`src/rtl/dma_desc_queue.sv`:
```
// Descriptor FIFO in front of the outbound DMA engine, with completion
// counting and a coalesced, level-sensitive interrupt.
module dma_desc_queue #(
    parameter  int DEPTH = 16,
    localparam int LW    = $clog2(DEPTH) + 1
) (
    input  logic          clk,
    input  logic          srst,
    input  logic          flush,
    input  logic          push_valid,
    output logic          push_ready,
    input  logic [31:0]   push_startAddr,
    input  logic [31:0]   push_length,
    input  logic [31:0]   push_timerInit,
    input  logic          push_reverse,
    input  logic          push_last,
    output logic          config_valid,
    input  logic          config_ready,
    output logic [31:0]   config_payload_startAddr,
    output logic [31:0]   config_payload_length,
    output logic [31:0]   config_payload_timerInit,
    output logic          config_payload_reverse,
    output logic          config_payload_last,
    input  logic          strobe_complete,
    input  logic [7:0]    irq_threshold,
    input  logic          interrupt_clear,
    output logic          irq,
    output logic [LW-1:0] level,
    output logic [15:0]   done_count,
    output logic          overflow,
    input  logic          overflow_clear
);

    localparam int AW = $clog2(DEPTH);
    localparam logic [LW-1:0] LVL_FULL = LW'(DEPTH);
    localparam logic [LW-1:0] LVL_ONE  = LW'(1);
    localparam logic [AW-1:0] PTR_ONE  = AW'(1);

    logic [97:0]   mem_r [DEPTH];
    logic [AW-1:0] rd_ptr_r;
    logic [AW-1:0] wr_ptr_r;
    logic [LW-1:0] level_r;
    logic [15:0]   done_count_r;
    logic [7:0]    pending_r;
    logic          irq_r;
    logic          overflow_r;

    logic          full_s;
    logic          empty_s;
    logic          push_fire_s;
    logic          pop_fire_s;
    logic [7:0]    pending_nxt_s;
    logic [7:0]    thr_s;
    logic          irq_set_s;
    logic [97:0]   head_s;

    assign full_s       = (level_r == LVL_FULL);
    assign empty_s      = (level_r == '0);
    // Flush gates the handshakes combinationally so nothing moves in the clear cycle.
    assign push_ready   = !full_s && !flush;
    assign config_valid = !empty_s && !flush;
    assign push_fire_s  = push_valid && push_ready;
    assign pop_fire_s   = config_valid && config_ready;

    assign head_s                   = mem_r[rd_ptr_r];
    assign config_payload_startAddr = head_s[97:66];
    assign config_payload_length    = head_s[65:34];
    assign config_payload_timerInit = head_s[33:2];
    assign config_payload_reverse   = head_s[1];
    assign config_payload_last      = head_s[0];

    assign level      = level_r;
    assign done_count = done_count_r;
    assign irq        = irq_r;
    assign overflow   = overflow_r;

    // Descriptor storage; cleared on reset so the idle payload reads as zero.
    always_ff @(posedge clk or posedge srst) begin
        if (srst) begin
            for (int i = 0; i < DEPTH; i++) begin
                mem_r[i] <= 98'd0;
            end
        end else if (push_fire_s) begin
            mem_r[wr_ptr_r] <= {push_startAddr, push_length, push_timerInit,
                                push_reverse, push_last};
        end
    end

    // Read/write pointers and occupancy.
    always_ff @(posedge clk or posedge srst) begin
        if (srst) begin
            rd_ptr_r <= '0;
            wr_ptr_r <= '0;
            level_r  <= '0;
        end else if (flush) begin
            rd_ptr_r <= '0;
            wr_ptr_r <= '0;
            level_r  <= '0;
        end else begin
            if (push_fire_s) begin
                wr_ptr_r <= wr_ptr_r + PTR_ONE;
            end
            if (pop_fire_s) begin
                rd_ptr_r <= rd_ptr_r + PTR_ONE;
            end
            case ({push_fire_s, pop_fire_s})
                2'b10:   level_r <= level_r + LVL_ONE;
                2'b01:   level_r <= level_r - LVL_ONE;
                default: level_r <= level_r;
            endcase
        end
    end

    // Sticky overflow; a new overflow outranks a same-cycle clear.
    always_ff @(posedge clk or posedge srst) begin
        if (srst) begin
            overflow_r <= 1'b0;
        end else if (push_valid && full_s && !flush) begin
            overflow_r <= 1'b1;
        end else if (overflow_clear) begin
            overflow_r <= 1'b0;
        end else begin
            overflow_r <= overflow_r;
        end
    end

    // Next pending count and interrupt condition; a completion landing on a clear still counts.
    always_comb begin
        pending_nxt_s = pending_r;
        thr_s         = irq_threshold;
        irq_set_s     = 1'b0;
        if (interrupt_clear) begin
            pending_nxt_s = strobe_complete ? 8'd1 : 8'd0;
        end else if (strobe_complete && (pending_r != 8'hFF)) begin
            pending_nxt_s = pending_r + 8'd1;
        end else begin
            pending_nxt_s = pending_r;
        end
        if (irq_threshold == 8'd0) begin
            thr_s = 8'd1;
        end else begin
            thr_s = irq_threshold;
        end
        irq_set_s = (pending_nxt_s >= thr_s) || (strobe_complete && empty_s);
    end

    // Completion counters and the coalesced interrupt.
    always_ff @(posedge clk or posedge srst) begin
        if (srst) begin
            done_count_r <= 16'd0;
            pending_r    <= 8'd0;
            irq_r        <= 1'b0;
        end else begin
            if (strobe_complete) begin
                done_count_r <= done_count_r + 16'd1;
            end
            pending_r <= pending_nxt_s;
            if (interrupt_clear) begin
                irq_r <= irq_set_s;
            end else begin
                irq_r <= irq_r || irq_set_s;
            end
        end
    end

endmodule

```
`config.mk`:
```
export PLATFORM = sky130hd
export DESIGN_NAME = dma_desc_queue
export DESIGN_NICKNAME = d
export VERILOG_FILES = /design/src/rtl/dma_desc_queue.sv
export SDC_FILE = /design/constraint.sdc
export NUM_CORES = 2
export LEC_CHECK = 0
export BUFFER_PORTS_ARGS = -buffer_cell sky130_fd_sc_hd__buf_2
export CORE_ASPECT_RATIO = 2
export CORE_MARGIN = 5
export CORE_UTILIZATION = 56
export CTS_CLUSTER_SIZE = 24
export DETAILED_ROUTE_END_ITERATION = 16
export GPL_TIMING_DRIVEN = 0
export MAX_ROUTING_LAYER = met4
export PLACE_DENSITY = 0.77
export RECOVER_POWER = 25
export SYNTH_ARGS = -nofsm -noshare
export SYNTH_HDL_FRONTEND = slang
export SYNTH_SLANG_ARGS = --single-unit
```
`constraint.sdc`:
```
create_clock -name clk -period 116.9 [get_ports clk]
set_input_delay 17.535 -clock clk [delete_from_list [all_inputs] [get_ports clk]]
set_output_delay 17.535 -clock clk [all_outputs]
set_load 0.01 [all_outputs]
```
==> flow_summary.toml <==
[global_routing]
antenna_found_initial = 17
grt-ovfl-total = 0
grt_pass1_wl_mm = 308
track_usage = 0.303
grt_max_degree = 141
grt_pass1_vias = 49300

[power_and_ir_drop]
leakage_uw = 0.0385
internal-power_uw = 1110
combinationalPowerShare = 0.270
ir_drop_mv = 0.0137
pwr-share-clk = 0.305
switching_power_uw = 493
power.density_nw_per_um2 = 19.5
p_sw_frac = 0.308
p_total_uw = 1600
seqPwrFrac = 0.425

[timing]
finalCritPeriodShare = 0.313
min_period_ns = 36.54
setup-violations-final = 0
slew_violations = 381
grt_setup_unrepaired = "no"
fmax_ghz = 0.0274
relSlewSlack = -2.45
finalSetupTns_ns = 0
max_slew.worst_pin.slew_ns = 5.17
hold_viol = 0
clock_skew_ns = 0.0326

[worst_setup_path]
crit_buf_inv = 3
slowest_delay_ns = 0.53
critPathKind = "in2out"
critPathLaunchType = "primary input"
worstPathRequired_ns = 99.36
cp.depth = 4
worstSetupEndpointType = "primary output"
worstPathMaxFanout = 10
cp_data_arrival_time_ns = 19.00
r2r_slack_ns = 112.90
path_cells = "clkbuf_1, clkbuf_1, nor2_1, buf_2"
cpMostUsedCell = "clkbuf_1"
cp_slowest_cell = "clkbuf_1"
crit_family = "buffers and inverters"
rr_worst_depth = 8

[logic_synthesis]
avgSynthCellArea_um2 = 14.7
syn_inst = 4992
postSynth.asyncResetShare = 1.00
yosysUniqueCellTypes = 52
syn_nets = 5125
seq_area_frac_synth = 0.546
synth.top_cell.area_share = 0.546
netlist_area_um2 = 73600
yosysTopAreaCell = "dfrtp_1"
synth_commonest_cells = "dfrtp_1 (1607), mux2_2 (1499), mux2i_1 (296)"
synth_most_common_cell = "dfrtp_1"
ys_warn_count = 0
ys.flop_type = "dfrtp_1"
synth.area.top_cells = "dfrtp_1 (55%), mux2_2 (23%), mux4_2 (6.0%), mux2i_1 (4.0%), mux2_4 (1.6%)"
ys_seq_elements = 1607
synth-edff-count = 0

[place]
portBuffers = 235
placedCellCount = 6953
hpwl_mm = 144
gp_congestion = 0.882

[hold_path]
whs_path_depth = 1
hold_path.class = "reg2reg"

[clock_tree]
ctsResizeCount = 0
insertion_delay_ns = 0.80
cts_setup_buffers = 0
root_buffer = "clkbuf_16"
clk_pin_slew_ns = 0.06
cts_tree = "built"
cts.path.max_buffers = 3
h-tree-depth = 4
cts-buffers-inserted = 144
cts_sinks = 1607
hold_buffers = 0

[floorplanning]
design.core.area_um2 = 131000
start_util = 0.562
placementRows = 188
chipHeight_um = 523
die_area_um2 = 139000
io_pins = 237
die_x_um = 266

[routing]
wl_mm = 206
dr_total_vias = 45000
first_iter_violations = 3430
ant_nets = 0
first_pass_iters = 7
via_per_inst = 6.24
avgRoutedWirePerCell_um = 28.5
drc = 0

[final_layout]
layout.nets = 5522
fin_cells = 7220
n_fill_cell = 9904
area_delta_synth_final_pct = 11.2
regArea_um2 = 40200
layout-drive-gt1-share = 0.438
multi_input_area_um2 = 31200

[run]
cap_violations = 4

[outcome]
failed_checks = "capacitance limit, slew limit"
status = "finished with violations"
registers in the layout, summed over array words and instances (netlist names):
signal      count
overflow        1
rd_ptr_r        4
level           5
pending_r       8
irq             1
wr_ptr_r        4
mem_r        1568
done_count     16
routing by layer:
metal | vias to the layer above | part of all wire | global-route usage | routed length (um)
li1 | 19200 | - | - | -
met1 | 23900 | 0.35 | 0.327 | 71700
met2 | 1403 | 0.53 | 0.527 | 109000
met3 | 586 | 0.049 | 0.0475 | 10100
met4 | 0 | 0.073 | 0.178 | 15100
met5 | - | 0 | - | 0
cells in the final DEF, fill, tap and decap left out, types with 24 or more instances in the layout:
cell type / synthesis / layout
mux2i_1: 296 / 296
mux2_2: 1499 / 1495
mux2_1: 89 / 93
nor2_1: 20 / 24
buf_2: 182 / 363
clkbuf_1: 200 / 297
clkbuf_16: 0 / 146
a221oi_1: 99 / 99
o21ai_0: 201 / 202
mux4_2: 196 / 196
clkbuf_8: 0 / 31
a22oi_1: 98 / 98
nand2_1: 120 / 120
mux2_4: 80 / 80
buf_6: 33 / 24
dfrtp_1: 1607 / 1607
a21oi_1: 105 / 106
metrics by stage:
step | hold WS [ns] | area (um^2) | util | setup slack, ns
after floorplan | 0.452 | 73600 | - | 54.02
after global placement | 0.461 | 76900 | 0.587 | 39.52
after detailed placement | 0.471 | 77300 | 0.590 | 80.47
after CTS | 0.483 | 82100 | 0.627 | 80.46
after global routing | 0.498 | 81800 | 0.625 | 80.32
final | 0.479 | 81900 | 0.625 | 80.36
worst paths after layout:
path | from | end
max | flush | push_ready
min | mem_r[1190] | mem_r[1190]
max reg2reg | level[4] | mem_r[1292]
min reg2reg | mem_r[1190] | mem_r[1190]
max in group asynchronous | srst | mem_r[542]
min in group asynchronous | srst | mem_r[491]
worst register-to-register path: cells and delay by family, from the launching register on:
| kind | cells | cell delay, ns |
|---|---|---|
| multiplexers | 1 | 0.37 |
| flip-flops | 1 | 0.43 |
| buffers and inverters | 4 | 1.48 |
| AND/OR/NAND/NOR | 3 | 1.59 |
kinds of logic after synthesis:
| group | after synthesis | synth area share |
|---|---|---|
| multiplexers | 2160 | 0.359 |
| flip-flops | 1607 | 0.546 |
| AO/OA/AOI/OAI | 521 | 0.0445 |
| buffers and inverters | 451 | 0.0299 |
| AND/OR/NAND/NOR | 207 | 0.0132 |
| XOR/XNOR | 27 | 0.00321 |
| adder cells (fa/ha/maj) | 19 | 0.00333 |
power groups by stage:
stage               registers (uW)  logic (uW)  clock network, uW
floorplan                      679         288                  0
global placement               687         424                  0
detailed placement             687         434                  0
CTS                            678         436                492
global route                   687         457                513
finish                         679         432                487
final cells by class:
cell class,count,area share
clock inverters,47,0.00703
well taps,1710,0.0261
inverters,15,0.000703
multi-input cells,2934,0.381
flip-flops and latches,1607,0.491
plain buffers,436,0.0245
clock buffers,202,0.0510
repair buffers,251,0.0182
diodes,18,0.000550
No activity file was read; power rests on OpenSTA's default activity.
